$ cat src/rtl/cpu_sequencer_if.sv
// Control/handshake bundle between the CPU datapath and its sequencer.
// The slave side is the sequencer; the master side is the datapath/memory.
interface cpu_sequencer_if #(
    parameter int RETIRE_W = 16
);
    logic                I_run;
    logic                I_mem_ready;
    logic                I_halt_instr;
    logic                I_is_load;
    logic                I_is_store;
    logic                I_reg_write_req;
    logic                I_branch_taken;
    logic [2:0]          O_state;
    logic                O_pc_enable;
    logic                O_pc_write;
    logic                O_fetch_req;
    logic                O_ir_load;
    logic                O_decode_en;
    logic                O_alu_en;
    logic                O_mem_req;
    logic                O_mem_we;
    logic                O_reg_write;
    logic                O_halted;
    logic                O_fault;
    logic [RETIRE_W-1:0] O_retired;

    modport slave (
        input  I_run, I_mem_ready, I_halt_instr, I_is_load,
        input  I_is_store, I_reg_write_req, I_branch_taken,
        output O_state, O_pc_enable, O_pc_write, O_fetch_req,
        output O_ir_load, O_decode_en, O_alu_en, O_mem_req,
        output O_mem_we, O_reg_write, O_halted, O_fault, O_retired
    );

    modport master (
        output I_run, I_mem_ready, I_halt_instr, I_is_load,
        output I_is_store, I_reg_write_req, I_branch_taken,
        input  O_state, O_pc_enable, O_pc_write, O_fetch_req,
        input  O_ir_load, O_decode_en, O_alu_en, O_mem_req,
        input  O_mem_we, O_reg_write, O_halted, O_fault, O_retired
    );
endinterface

$ cat src/rtl/cpu_sequencer.sv
// Multi-cycle CPU control FSM: fetch/decode/execute/memory/writeback,
// memory-wait timeout into a sticky FAULT, retired-instruction counter.
module cpu_sequencer #(
    parameter int MEM_TIMEOUT = 15,
    parameter int RETIRE_W    = 16
) (
    input logic            I_clk,
    input logic            I_reset_n,
    cpu_sequencer_if.slave bus
);
    localparam int CW = (MEM_TIMEOUT < 1) ? 1 : $clog2(MEM_TIMEOUT + 1);
    localparam int TO_LAST_I = (MEM_TIMEOUT < 1) ? 0 : MEM_TIMEOUT - 1;
    localparam logic [CW-1:0] TO_LAST = CW'(TO_LAST_I);

    typedef enum logic [2:0] {
        S_IDLE      = 3'd0,
        S_FETCH     = 3'd1,
        S_DECODE    = 3'd2,
        S_EXECUTE   = 3'd3,
        S_MEMORY    = 3'd4,
        S_WRITEBACK = 3'd5,
        S_HALT      = 3'd6,
        S_FAULT     = 3'd7
    } state_t;

    state_t              state_q, state_d;
    logic [CW-1:0]       cnt_q, cnt_d;
    logic                ld_q, ld_d;
    logic                st_q, st_d;
    logic                rw_q, rw_d;
    logic                br_q, br_d;
    logic [RETIRE_W-1:0] retired_q;
    logic                timeout_hit;

    assign timeout_hit = (MEM_TIMEOUT != 0) && (cnt_q == TO_LAST);

    always_ff @(posedge I_clk or negedge I_reset_n) begin
        if (!I_reset_n) begin
            state_q   <= S_IDLE;
            cnt_q     <= '0;
            ld_q      <= 1'b0;
            st_q      <= 1'b0;
            rw_q      <= 1'b0;
            br_q      <= 1'b0;
            retired_q <= '0;
        end else begin
            state_q <= state_d;
            cnt_q   <= cnt_d;
            ld_q    <= ld_d;
            st_q    <= st_d;
            rw_q    <= rw_d;
            br_q    <= br_d;
            if (state_q == S_WRITEBACK)
                retired_q <= retired_q + RETIRE_W'(1);
        end
    end

    // The wait counter only survives a cycle spent waiting in place, so
    // it is zero on every fresh entry to FETCH or MEMORY.
    always_comb begin
        state_d = state_q;
        cnt_d   = '0;
        ld_d    = ld_q;
        st_d    = st_q;
        rw_d    = rw_q;
        br_d    = br_q;
        unique case (state_q)
            S_IDLE: begin
                if (bus.I_run)
                    state_d = S_FETCH;
            end
            S_FETCH: begin
                if (bus.I_mem_ready)
                    state_d = S_DECODE;
                else if (timeout_hit)
                    state_d = S_FAULT;
                else
                    cnt_d = cnt_q + CW'(1);
            end
            S_DECODE: begin
                ld_d    = bus.I_is_load;
                st_d    = bus.I_is_store;
                rw_d    = bus.I_reg_write_req;
                state_d = bus.I_halt_instr ? S_HALT : S_EXECUTE;
            end
            S_EXECUTE: begin
                br_d    = bus.I_branch_taken;
                state_d = (ld_q || st_q) ? S_MEMORY : S_WRITEBACK;
            end
            S_MEMORY: begin
                if (bus.I_mem_ready)
                    state_d = S_WRITEBACK;
                else if (timeout_hit)
                    state_d = S_FAULT;
                else
                    cnt_d = cnt_q + CW'(1);
            end
            S_WRITEBACK: begin
                state_d = bus.I_run ? S_FETCH : S_IDLE;
            end
            S_HALT: begin
                if (!bus.I_run)
                    state_d = S_IDLE;
            end
            S_FAULT: begin
                state_d = S_FAULT;
            end
        endcase
    end

    assign bus.O_state     = state_q;
    assign bus.O_fetch_req = (state_q == S_FETCH);
    assign bus.O_ir_load   = (state_q == S_FETCH) && bus.I_mem_ready;
    assign bus.O_decode_en = (state_q == S_DECODE);
    assign bus.O_alu_en    = (state_q == S_EXECUTE);
    assign bus.O_mem_req   = (state_q == S_MEMORY);
    // A load+store encoding is treated as a store.
    assign bus.O_mem_we    = (state_q == S_MEMORY) && st_q;
    assign bus.O_reg_write = (state_q == S_WRITEBACK) && rw_q;
    assign bus.O_pc_enable = (state_q == S_WRITEBACK);
    assign bus.O_pc_write  = (state_q == S_WRITEBACK) && br_q;
    assign bus.O_halted    = (state_q == S_HALT);
    assign bus.O_fault     = (state_q == S_FAULT);
    assign bus.O_retired   = retired_q;
endmodule

$ cat src/flat_wrapper.sv
// flat-port wrapper written by rule: the top's interface ports become plain ports
module cpu_sequencer_flat 
#(
    parameter int MEM_TIMEOUT = 15,
    parameter int RETIRE_W    = 16
)
  (I_clk, I_reset_n, bus_I_run, bus_I_mem_ready, bus_I_halt_instr, bus_I_is_load, bus_I_is_store, bus_I_reg_write_req, bus_I_branch_taken, bus_O_state, bus_O_pc_enable, bus_O_pc_write, bus_O_fetch_req, bus_O_ir_load, bus_O_decode_en, bus_O_alu_en, bus_O_mem_req, bus_O_mem_we, bus_O_reg_write, bus_O_halted, bus_O_fault, bus_O_retired);
  cpu_sequencer_if #(.RETIRE_W(RETIRE_W)) bus_i ();
  input logic I_clk;
  input logic I_reset_n;
  input wire logic [$bits(bus_i.I_run)-1:0] bus_I_run;
  input wire logic [$bits(bus_i.I_mem_ready)-1:0] bus_I_mem_ready;
  input wire logic [$bits(bus_i.I_halt_instr)-1:0] bus_I_halt_instr;
  input wire logic [$bits(bus_i.I_is_load)-1:0] bus_I_is_load;
  input wire logic [$bits(bus_i.I_is_store)-1:0] bus_I_is_store;
  input wire logic [$bits(bus_i.I_reg_write_req)-1:0] bus_I_reg_write_req;
  input wire logic [$bits(bus_i.I_branch_taken)-1:0] bus_I_branch_taken;
  output wire logic [$bits(bus_i.O_state)-1:0] bus_O_state;
  output wire logic [$bits(bus_i.O_pc_enable)-1:0] bus_O_pc_enable;
  output wire logic [$bits(bus_i.O_pc_write)-1:0] bus_O_pc_write;
  output wire logic [$bits(bus_i.O_fetch_req)-1:0] bus_O_fetch_req;
  output wire logic [$bits(bus_i.O_ir_load)-1:0] bus_O_ir_load;
  output wire logic [$bits(bus_i.O_decode_en)-1:0] bus_O_decode_en;
  output wire logic [$bits(bus_i.O_alu_en)-1:0] bus_O_alu_en;
  output wire logic [$bits(bus_i.O_mem_req)-1:0] bus_O_mem_req;
  output wire logic [$bits(bus_i.O_mem_we)-1:0] bus_O_mem_we;
  output wire logic [$bits(bus_i.O_reg_write)-1:0] bus_O_reg_write;
  output wire logic [$bits(bus_i.O_halted)-1:0] bus_O_halted;
  output wire logic [$bits(bus_i.O_fault)-1:0] bus_O_fault;
  output wire logic [$bits(bus_i.O_retired)-1:0] bus_O_retired;
  assign bus_i.I_run = bus_I_run;
  assign bus_i.I_mem_ready = bus_I_mem_ready;
  assign bus_i.I_halt_instr = bus_I_halt_instr;
  assign bus_i.I_is_load = bus_I_is_load;
  assign bus_i.I_is_store = bus_I_is_store;
  assign bus_i.I_reg_write_req = bus_I_reg_write_req;
  assign bus_i.I_branch_taken = bus_I_branch_taken;
  assign bus_O_state = bus_i.O_state;
  assign bus_O_pc_enable = bus_i.O_pc_enable;
  assign bus_O_pc_write = bus_i.O_pc_write;
  assign bus_O_fetch_req = bus_i.O_fetch_req;
  assign bus_O_ir_load = bus_i.O_ir_load;
  assign bus_O_decode_en = bus_i.O_decode_en;
  assign bus_O_alu_en = bus_i.O_alu_en;
  assign bus_O_mem_req = bus_i.O_mem_req;
  assign bus_O_mem_we = bus_i.O_mem_we;
  assign bus_O_reg_write = bus_i.O_reg_write;
  assign bus_O_halted = bus_i.O_halted;
  assign bus_O_fault = bus_i.O_fault;
  assign bus_O_retired = bus_i.O_retired;
  cpu_sequencer #(.MEM_TIMEOUT(MEM_TIMEOUT), .RETIRE_W(RETIRE_W)) u_core (.I_clk(I_clk), .I_reset_n(I_reset_n), .bus(bus_i));
endmodule
$ cat config.mk
export PLATFORM = sky130hd
export DESIGN_NAME = cpu_sequencer_flat
export DESIGN_NICKNAME = d
export VERILOG_FILES = /design/src/rtl/cpu_sequencer_if.sv /design/src/rtl/cpu_sequencer.sv /design/src/flat_wrapper.sv
export SDC_FILE = /design/constraint.sdc
export NUM_CORES = 1
export LEC_CHECK = 0
export ABC_AREA = 1
export ABC_CLOCK_PERIOD_IN_PS = 2000
export CAP_MARGIN = 10
export CORE_UTILIZATION = 49
export DETAILED_ROUTE_END_ITERATION = 10
export PLACE_DENSITY = 0.77
export REMOVE_ABC_BUFFERS = 1
export SETUP_SLACK_MARGIN = 0.02
export SYNTH_ARGS = -nofsm -noshare
export SYNTH_HDL_FRONTEND = slang
export SYNTH_SLANG_ARGS = --single-unit
$ cat constraint.sdc
create_clock -name I_clk -period 2 [get_ports I_clk]
set_input_delay 0.3 -clock I_clk [delete_from_list [all_inputs] [get_ports I_clk]]
set_output_delay 0.3 -clock I_clk [all_outputs]
set_load 0.05 [all_outputs]
### Word-level counts from Yosys, hierarchy flattened

Cells that the tools add are included.

* $add $sub $neg: 2
* equality and inequality tests: 10
* muxes and demuxes: 12
* reduce and logical (&&, ||, !) cells: 8

Operators by type and width (number)
* one-hot mux 3 bit (8 select lines): 1
* two-way mux 3 bit: 6
* adder 16 x 1 -> 16 bit (second input constant): 1
* equality test 3 bit (second input constant): 4
* two-way mux 4 bit: 3
* equality test 3 x 2 -> 1 bit (second input constant): 2
* adder 4 x 1 -> 4 bit (second input constant): 1
* equality test 4 bit (second input constant): 1
* logical AND 1 bit: 4
* != test 2 bit (second input constant): 2
* equality test 3 x 1 -> 1 bit (second input constant): 1
* zero test 3 bit: 1
* two-way mux 1 bit: 2
* AND reduction 2 bit: 1
* OR reduction 2 bit: 1
* logical OR 1 bit: 1

* bits in registers: 27
* bits of input ports: 9
* output and inout port bits: 30

### Logic depth before layout (Yosys ltp)

* depth in word-level cells: 4
* gate-level depth with buffers: 9

### Worst setup path after synthesis

Ideal clock, no wire load.

* path kind: reg2reg
* from: reg u_core.state_q[1] (netlist: u_core.bus.O_state[1])
* to: reg u_core.state_q[1] (netlist: u_core.bus.O_state[1])
* setup time: 75 ps
* arrival time: 2263 ps
* required time: 1925 ps
* setup slack: -337 ps
* stages on the path, launching flop included: 5
* path buffers: 0
* clock period less this slack: 2337 ps
* cells stage by stage: dfrtp_1 -> inv_2 -> nor3_1 -> nand2_1 -> nand3_1

* longest elaborated chain between the ends: 3

RTL lines
* start, declared: line cpu_sequencer.sv:26 `state_t state_q, state_d;`
* start signal, assigned: line cpu_sequencer.sv:47 `state_q <= state_d;`
* equality test 3 bit *
* net bus_O_halted: line flat_wrapper.sv:28 `output wire logic [$bits(bus_i.O_halted)-1:0] bus_O_halted;`
* != test 2 bit (no line)
* AND reduction 2 bit (no line)

Mark *: on every way through the listed nets, which the timed path passes. The rest lies on a longest branch.
A chain may end at the register's enable or synchronous reset.

### Final worst setup path

* from: reg u_core.retired_q[8] (netlist: u_core.bus.O_retired[8])
* to: out bus_O_retired[8]

RTL lines
* start, declared: line cpu_sequencer.sv:32 `logic [RETIRE_W-1:0] retired_q;`
* start signal, assigned: line cpu_sequencer.sv:54 `retired_q <= retired_q + RETIRE_W'(1);`
* end, declared: line flat_wrapper.sv:30 `output wire logic [$bits(bus_i.O_retired)-1:0] bus_O_retired;`

No word-level cell between the ends.

==> run summary <==
Status: finished, final reports clean
Largest net degree at the start of global routing: 28
#FFs+latches synth: 27
Die area: 0.00311 mm^2
Setup violations, final: 0
Clock Sinks: 27
DRT Wirelength: 2.87 mm
Clk root buf: clkbuf_4
Largest cells by area after synthesis: dfrtp_1, nand2_1, nand3_1, inv_1, nor2_1
Fin crit share: 95.1%
Area Growth Syn to Fin: 37.8%
# fillers: 220
Post-route minimum period: 1.90 ns
Top-count cell post-synth: nand2_1
Iter 0 DRT Violations: 51
TritonCTS buffer count: 3
Leading area contributor after synthesis: dfrtp_1
Placed Area: 0.00191 mm^2
Maxcap violations: 0
GRT Overall Usage: 20.3%
Post-synthesis mux area share: 0%
Max-slew headroom: 66.5%
Die Y: 55.7 um
Hold WC Path Type: input port to async pin
Worst Path Arrival: 1.60 ns
Diodes inserted: 0
Vias in the first global route: 1,174
First-pass GRT wire length: 5.06 mm
H-tree Lvls: 1
Worst Path Max Fanout: 5
Routed len/inst: 11.5 um
Clk_lat worst skew: 0.32 ns
CP top delay family: buffers and inverters
Die width: 55.7 um
WS Path Type: flop to output pin
GPL Wtd Cong: 0.825
GRT overflow: 0
Asr flop ratio synth: 100%
TritonCTS clock tree: done
WHS: 0.324 ns
Max-slew violation count: 0
Post-synth EDFFs: 0
CP max-delay cell: clkdlybuf4s50_1
CP max stage delay: 0.83 ns
Netlist cell types: 23
Unrepaired setup endpoints after global routing: false
Hold Fails Final Rpt: 0
Post-route cell area: 0.00195 mm^2
Starting density of the core: 51.3%
Crit path required time: 1.70 ns
Leak: 0.967 nW
Pin slew with the least headroom to its limit: 0.502 ns
Port Buffers: 38
Site Rows: 19
Critical path, cell by cell: clkdlybuf4s50_1
Vias: 1,242
Cell count after synthesis: 175
Clk pin slew, worst setup/hold paths: 0.14 ns
Multi-input gate area: 644 um^2
XOR/XNOR share of the synthesized area: 6.19%
IO Count: 39
Commonest cells post-synth: nand2_1, dfrtp_1, inv_1
Peak supply drop: 1010 uV
Clk buf depth: 2
Largest family of logic cells by synthesized area: simple AND/OR/NAND/NOR gates
P per Cell Area: 1140 mW/mm^2
Final clock skew: 0.00588 ns
Sequential area share after synthesis: 47.7%
Max Clk Rate: 0.526 GHz
Fraction of layout instances using a drive strength above 1: 13.8%
Post-route ant nets: 0
Synth Cell Area: 0.00142 mm^2
Simple-gate share of the synthesized area: 32.2%
DRC viols: 0
Area fraction of the dominant cell type after synthesis: 47.7%
Final #Nets: 231
Design Power: 2.22 mW
Worst path bufs/invs: 1
Vias per inst: 4.99
Sequential Area: 676 um^2
DP Wirelength: 2.23 mm
Syn Area/Cell: 8.09 um^2
Synth Area in Adders: 2.65%
Critical Path Source Type: flop
Area of the core region: 0.00276 mm^2
Top_reg_cell synth: dfrtp_1
Synth warnings: 0
Synth Area in Compound Gates: 4.51%
Worst Setup End Kind: output pin
CTS Hold Bufs: 0
Antenna violations before repair: 0
DR pass1 iterations: 4
-- through the flow --
| stage | setup WS (ns) | TNS, ns | utilization [%] | cells |
|---|---|---|---|---|
| after CTS | 0.0308 | 0 | 70.3 | 249 |
| after floorplan | -0.337 | -0.943 | - | 175 |
| after global routing | 0.0335 | 0 | 70.7 | 249 |
| after detailed placement | 0.373 | 0 | 69.4 | 245 |
| after global placement | 0.385 | 0 | 69.4 | 245 |
| final | 0.0989 | 0 | 70.7 | 249 |
-- what timing repair did --
action,4_1_cts,5_1_grt
resized for setup,2,4
endpoints found under the setup margin,2,4
gates cloned,0,0
setup buffers,0,0
-- routing by layer --
layer  global-route usage (%)  vias up  share of wire, %
met4                     7.50        0              0.35
met1                     25.9      572                45
met2                     35.5       33                51
met3                     2.33        2               3.9
li1                         -      635                 -
met5                        0        -                 0
-- kinds of logic after synthesis --
group | after synthesis
adders and majority gates | 3
DFF | 27
AOI/OAI and AO/OA | 12
buffers and inverters | 25
and+or+nand+nor | 98
xor gates and xnor gates | 10
-- registers in the layout, summed over array words and instances (netlist names) --
signal and flops:
u_core.bus.O_state 3, u_core.cnt_q 4, u_core.bus.O_retired 16, u_core.br_q 1
u_core.st_q 1, u_core.rw_q 1, u_core.ld_q 1
-- power by group --
| part | internal (mW) | switching [mW] |
|---|---|---|
| Clock | 0.0749 | 0.156 |
| Sequential | 0.659 | 0.127 |
| Combinational | 0.418 | 0.784 |
-- cell usage in the layout, fill, tap and decap left out, types with 2 or more instances in the layout --
cell             Yosys  routed
inv_1               21      21
xnor2_1              5       5
nor2_2               4       4
dlymetal6s2s_1       0       4
nor2_1              19      19
dfrtp_1             27      27
o22ai_1              3       3
nand3b_1             2       2
dlygate4sd2_1        0       2
ha_1                 3       3
nor2_4               2       2
xor2_1               5       5
a21oi_1              3       3
clkdlybuf4s50_1      0      21
nand2_1             47      47
nor3_1               3       3
clkinv_2             1       2
nand3_1             16      16
buf_12               0       8
inv_2                3       3
o21ai_0              5       5
clkbuf_4             0       3
buf_4                0       4
-- area by class of cell --
type	count	share of cell area, %
repair buffers	39	24.0
clock inverters	1	0.257
well taps	31	1.99
inverters	25	4.88
multi-input cells	123	33.1
flip-flops and latches	27	34.7
clock buffers	3	1.16
-- path summary, 6_finish.rpt --
path | startpoint | end | slack, ns | cells past startpoint
worst max-delay path | u_core.bus.O_retired[8] | bus_O_retired[8] | 0.1 | 1
worst min-delay path | I_reset_n | u_core.bus.O_retired[12] | 0.32 | 2
worst max register to register | u_core.bus.O_state[1] | u_core.bus.O_retired[13] | 0.58 | 8
worst min register to register | u_core.cnt_q[0] | u_core.cnt_q[0] | 0.50 | 1
max in group asynchronous | I_reset_n | u_core.br_q | 1.42 | 2
min in group I_clk | u_core.cnt_q[0] | u_core.cnt_q[0] | 0.50 | 1
No activity file was read; power rests on OpenSTA's default activity.
==> patch 1: new RTL, same settings <==
Put a register stage on the output `bus.O_fault`. The value now appears one clock later.
--- a/src/rtl/cpu_sequencer.sv
+++ b/src/rtl/cpu_sequencer.sv
@@ -120,7 +120,9 @@
     assign bus.O_pc_enable = (state_q == S_WRITEBACK);
     assign bus.O_pc_write  = (state_q == S_WRITEBACK) && br_q;
     assign bus.O_halted    = (state_q == S_HALT);
-    assign bus.O_fault     = (state_q == S_FAULT);
+    always_ff @(posedge I_clk) begin
+        bus.O_fault <= (state_q == S_FAULT);
+    end
     assign bus.O_retired   = retired_q;
 endmodule
 
Behaviour: same outputs for any inputs over 10 cycles, from zero or initial values and one cycle with I_reset_n low; that may be too few to reach the edited logic, so the function may still have changed.
==> patch 1 against the unedited design <==
Worst setup slack worse by 0.012 ns; critical path depth unchanged; wire length up 0.70%; total power up 1.5%; register-to-register slack worse by 0.06 ns; sequential cell count up 1; cell area up 0.96%; area after synthesis up 1.4%; critical path type unchanged; largest power group unchanged.
==> patch 1: results (changes against the unedited design) <==
[outcome]
status=finished, final reports clean  ; unchanged

[clock_tree]
clk_pin_slew_ns=0.16  ; was 0.14 ns
cts_buffer_depth=2  ; unchanged
clk_latency_ns=0.33
cts_made_buffers=3  ; unchanged
ctsHtreeMaxLevel=1  ; unchanged
root_buffer=clkbuf_4  ; unchanged

[critical_path]
path_delay_family=buffers and inverters  ; unchanged
reg2reg_slack_ns=0.52  ; was 0.58 ns
crit_fanout=5  ; unchanged
worstPathArrival_ns=1.61
slowest_stage=clkdlybuf4s50_1  ; unchanged

[global_routing]
grtUsageTotal_pct=19.91  ; was 20.32%
grt_pass1_wl_um=5037  ; was 5057 um
grt_max_degree=28  ; unchanged
antenna_found_initial=0  ; unchanged
grt_pass1_vias=1273  ; was 1174

[cells_and_area]
drive_gt1_share_pct=12.79  ; was 13.76%
fin_nets=232  ; was 231
fillers=224  ; was 220
largest_reg_flops=16  ; unchanged

[placed_design]
hpwl_um=2251  ; was 2225 um
finalWeightedCongestion=0.8857  ; was 0.8246
io_buffers=38  ; unchanged

[timing]
worst_pin_slew_ns=0.5026  ; was 0.5024 ns
finClkSkew_ns=0.01836  ; was 0.005885 ns

[drt]
viasPerCell=5.088  ; was 4.988
drtIter0Drc=21  ; was 51
routed_wl_um=2889  ; was 2869 um

[synthesis]
synthTopCellsByArea=dfrtp_1 47%, nand2_1 12%, nand3_1 5.6%, inv_1 5.5%, nor2_1 5.0%  ; was dfrtp_1 48%, nand2_1 12%, nand3_1 5.7%, inv_1 5.6%, nor2_1 5.0%
ys_seq_area_share_pct=48.47  ; was 47.75%
ys_async_sr_fraction_pct=96.43  ; was 100.0%
synth_commonest_cells=47 x nand2_1, 27 x dfrtp_1, 21 x inv_1  ; unchanged
synthDistinctLibCells=24  ; was 23
synthAdderAreaFrac_pct=2.616  ; was 2.653%
synth_xor_xnor_area_share_pct=6.103  ; was 6.189%
synthMuxAreaShare_pct=0  ; unchanged
synth_compound_area_share_pct=4.446  ; was 4.509%

[power_and_ir_drop]
p_leak_nw=0.9575  ; was 0.9667 nW
ir_drop_mv=0.8953  ; was 1.007 mV

==> patch 1: report_power, final <==
group | switching [mW] | internal [mW] | total (mW)
combinational | 0.790 | 0.420 | 1.21
clock | 0.161 | 0.0780 | 0.239
sequential | 0.120 | 0.681 | 0.802
==> patch 1: worst paths after layout <==
kind,cells after the start,startpoint,end
worst max-delay path,1,u_core.bus.O_state[1],bus_O_state[1]
worst min-delay path,2,I_reset_n,u_core.bus.O_retired[6]
worst max register to register,8,u_core.bus.O_state[1],u_core.bus.O_retired[13]
worst min register to register,1,u_core.cnt_q[0],u_core.cnt_q[0]
max in group asynchronous,2,I_reset_n,u_core.cnt_q[1]
min in group I_clk,1,u_core.cnt_q[0],u_core.cnt_q[0]
==> patch 1: cell families (layout without fill, tap and decap cells) <==
group / count (synthesis) / count (layout)
fa+ha+maj: 3 / 3
simple gates: 98 / 98
compound gates: 12 / 12
buf+inv: 25 / 68
xor+xnor: 10 / 10
flops: 28 / 28
==> patch 1: area by class of cell <==
class	instances	area share [%]
multi-input combinational	123	32.74
timing repair buffer	39	23.78
tap	31	1.971
sequential	28	35.35
inverter	25	4.832
clock buffer	4	1.335
==> patch 1: metal layers <==
metal	vias up	routed length [um]	GRT usage, %
li1	639	-	-
met2	43	1423	36.39
met4	0	40	8.362
met1	582	1272	22.78
met3	8	153	3.256
met5	-	0	0
==> patch 1: per-stage QoR <==
stage	hold slack, ns	area (um^2)	worst slack (ns)	std cells
floorplan	0.004409	1435	-0.3373	176
global placement	0.4752	1937	0.4015	246
detailed placement	0.4947	1937	0.3779	246
CTS	0.3299	1961	0.04373	250
global route	0.3541	1968	0.02925	250
finish	0.3216	1968	0.08659	250
==> patch 1: what timing repair did <==
action / CTS / global route
pin swaps: 0 / 0
gates resized for setup: 2 / 3
buffers inserted: 0 / 0
setup endpoints to repair: 2 / 3
==> patch 2: new RTL, same flow settings <==
Without the edit above. `MEM_TIMEOUT` is set to 15 in 2 places; all go to 14.
--- a/src/rtl/cpu_sequencer.sv
+++ b/src/rtl/cpu_sequencer.sv
@@ -1,7 +1,7 @@
 // Multi-cycle CPU control FSM: fetch/decode/execute/memory/writeback,
 // memory-wait timeout into a sticky FAULT, retired-instruction counter.
 module cpu_sequencer #(
-    parameter int MEM_TIMEOUT = 15,
+    parameter int MEM_TIMEOUT = 14,
     parameter int RETIRE_W    = 16
 ) (
     input logic            I_clk,
--- a/src/flat_wrapper.sv
+++ b/src/flat_wrapper.sv
@@ -1,7 +1,7 @@
 // flat-port wrapper written by rule: the top's interface ports become plain ports
 module cpu_sequencer_flat 
 #(
-    parameter int MEM_TIMEOUT = 15,
+    parameter int MEM_TIMEOUT = 14,
     parameter int RETIRE_W    = 16
 )
   (I_clk, I_reset_n, bus_I_run, bus_I_mem_ready, bus_I_halt_instr, bus_I_is_load, bus_I_is_store, bus_I_reg_write_req, bus_I_branch_taken, bus_O_state, bus_O_pc_enable, bus_O_pc_write, bus_O_fetch_req, bus_O_ir_load, bus_O_decode_en, bus_O_alu_en, bus_O_mem_req, bus_O_mem_we, bus_O_reg_write, bus_O_halted, bus_O_fault, bus_O_retired);
Function: no difference found for any inputs over 10 cycles, from zero or initial values and one cycle with I_reset_n low; that may be too few to reach the edited logic, so the function may still have changed.
==> patch 2 against the unedited design <==
Sequential cell count did not move; worst hold slack better by 0.0026 ns; total power is 1.3% lower; cell area shrank 2.1%; core utilization down 1.5 points; critical path type unchanged; combinational power down 3%; global-route usage is 0.11 points higher; worst setup slack worse by 0.033 ns; non-clock buffer count did not move; via count is 4.4% higher; sequential power barely moved; wire length increased by 6.6%; area after synthesis is the same.
==> patch 2: results (changes against the unedited design) <==
[synthesis]
synth_commonest_cells=46 x nand2_1, 27 x dfrtp_1, 21 x inv_1  ; was 47 x nand2_1, 27 x dfrtp_1, 21 x inv_1
synthTopCellsByArea=dfrtp_1 48%, nand2_1 12%, inv_1 5.6%, nand3_1 5.3%, nor2_1 5.0%  ; was dfrtp_1 48%, nand2_1 12%, nand3_1 5.7%, inv_1 5.6%, nor2_1 5.0%
synthDistinctLibCells=24  ; was 23

[drt]
wl_met1_um=1299  ; was 1283 um
routedWlPerCell_um=12.33  ; was 11.52 um
dr_wl_met3_um=176  ; was 112 um
viasPerCell=5.230  ; was 4.988
drtIter0Drc=38  ; was 51
route.met2.wl_um=1570  ; was 1462 um
drtPass1Iterations=4  ; unchanged

[placed_design]
dpl-instance-area_um2=1877  ; was 1914 um^2
finalWeightedCongestion=0.8666  ; was 0.8246
io_buffers=38  ; unchanged
hpwl_um=2349  ; was 2225 um

[cells_and_area]
fin_nets=230  ; was 231
drive_gt1_share_pct=13.82  ; was 13.76%

[clock_tree]
cts_setup_buffers=0  ; unchanged
cts_buffer_depth=2  ; unchanged

[power_and_ir_drop]
swShare_pct=49.32  ; was 48.09%
p_leak_nw=0.9380  ; was 0.9667 nW
ir_drop_mv=1.013  ; was 1.007 mV

[critical_path]
path_delay_family=buffers and inverters  ; unchanged
worstPathArrival_ns=1.63  ; was 1.60 ns

[global_routing]
grt_pass1_wl_um=5181  ; was 5057 um
grtUsageTotal_pct=20.43  ; was 20.32%

[min_path]
hold_path_class=input pin to asynchronous set/reset pin  ; unchanged

[timing]
finClkSkew_ns=0.003349  ; was 0.005885 ns
max_slew_margin_pct=65.83  ; was 66.45%

[outcome]
status=finished, final reports clean  ; unchanged

-- patch 2: changes by cell type after synthesis, sizes merged --
cell	before	now
nand4	1	2
a21boi	0	1
nand3	18	17
nand2	48	47
a21oi	3	2
-- patch 2: metal layers --
metal,vias up,GRT usage (%)
met5,-,0
met4,0,5.357
met3,2,3.256
met2,49,39.24
met1,611,23.21
li1,635,-
-- patch 2: path summary, 6_finish.rpt --
kind                       depth (start not counted)  slack, ns                       end                   from
max reg2reg                                        8       0.51  u_core.bus.O_retired[13]  u_core.bus.O_state[1]
min reg2reg                                        1       0.50           u_core.cnt_q[0]        u_core.cnt_q[0]
min in group I_clk                                 1       0.50           u_core.cnt_q[0]        u_core.cnt_q[0]
min                                                2       0.33   u_core.bus.O_retired[6]              I_reset_n
max in group asynchronous                          2       1.42   u_core.bus.O_retired[7]              I_reset_n
max                                                1       0.07            bus_O_state[1]  u_core.bus.O_state[1]
-- patch 2: area by class of cell --
type	instances	area [um^2]
well taps	31	38.79
flip-flops and latches	27	675.6
clock inverters	1	5.005
clock buffers	3	22.52
fillers	214	848.3
repair buffers	39	427.9
inverters	25	95.09
multi-input cells	122	644.4
-- patch 2: logic make-up (layout without fill, tap and decap cells) --
group                      Yosys count  in the layout  synth area share [%]
and+or+nand+nor                     97             97                 32.01
DFF                                 27             27                 47.75
buffers and inverters               25             68                 6.720
AOI/OAI and AO/OA                   12             12                 4.686
xor gates and xnor gates            10             10                 6.189
adders and majority gates            3              3                 2.653
-- patch 2: what timing repair did --
item	4_1_cts	5_1_grt
hold buffers	0	0
setup endpoints to repair	2	3
cloned	0	0
gates resized for setup	2	3
-- patch 2: through the flow --
stage | total power [mW] | hold WS, ns | setup TNS (ns) | setup slack, ns | instances
2_1_floorplan | 1.549 | 0.004409 | -0.9507 | -0.3475 | 174
3_3_place_gp | 1.934 | 0.4742 | 0 | 0.3919 | 244
3_5_place_dp | 1.973 | 0.4892 | 0 | 0.3760 | 244
4_1_cts | 2.199 | 0.3421 | 0 | 0.04311 | 248
5_1_grt | 2.307 | 0.3677 | 0 | 0.02408 | 248
6_report | 2.189 | 0.3268 | 0 | 0.06621 | 248
-- patch 2: power by group through the flow --
stage          logic (mW)  registers [mW]  clock network, mW
3_5_place_dp         1.17           0.800                  0
3_3_place_gp         1.14           0.789                  0
4_1_cts              1.17           0.787              0.245
5_1_grt              1.24           0.802              0.266
2_1_floorplan       0.557           0.992                  0
6_report             1.16           0.788              0.241
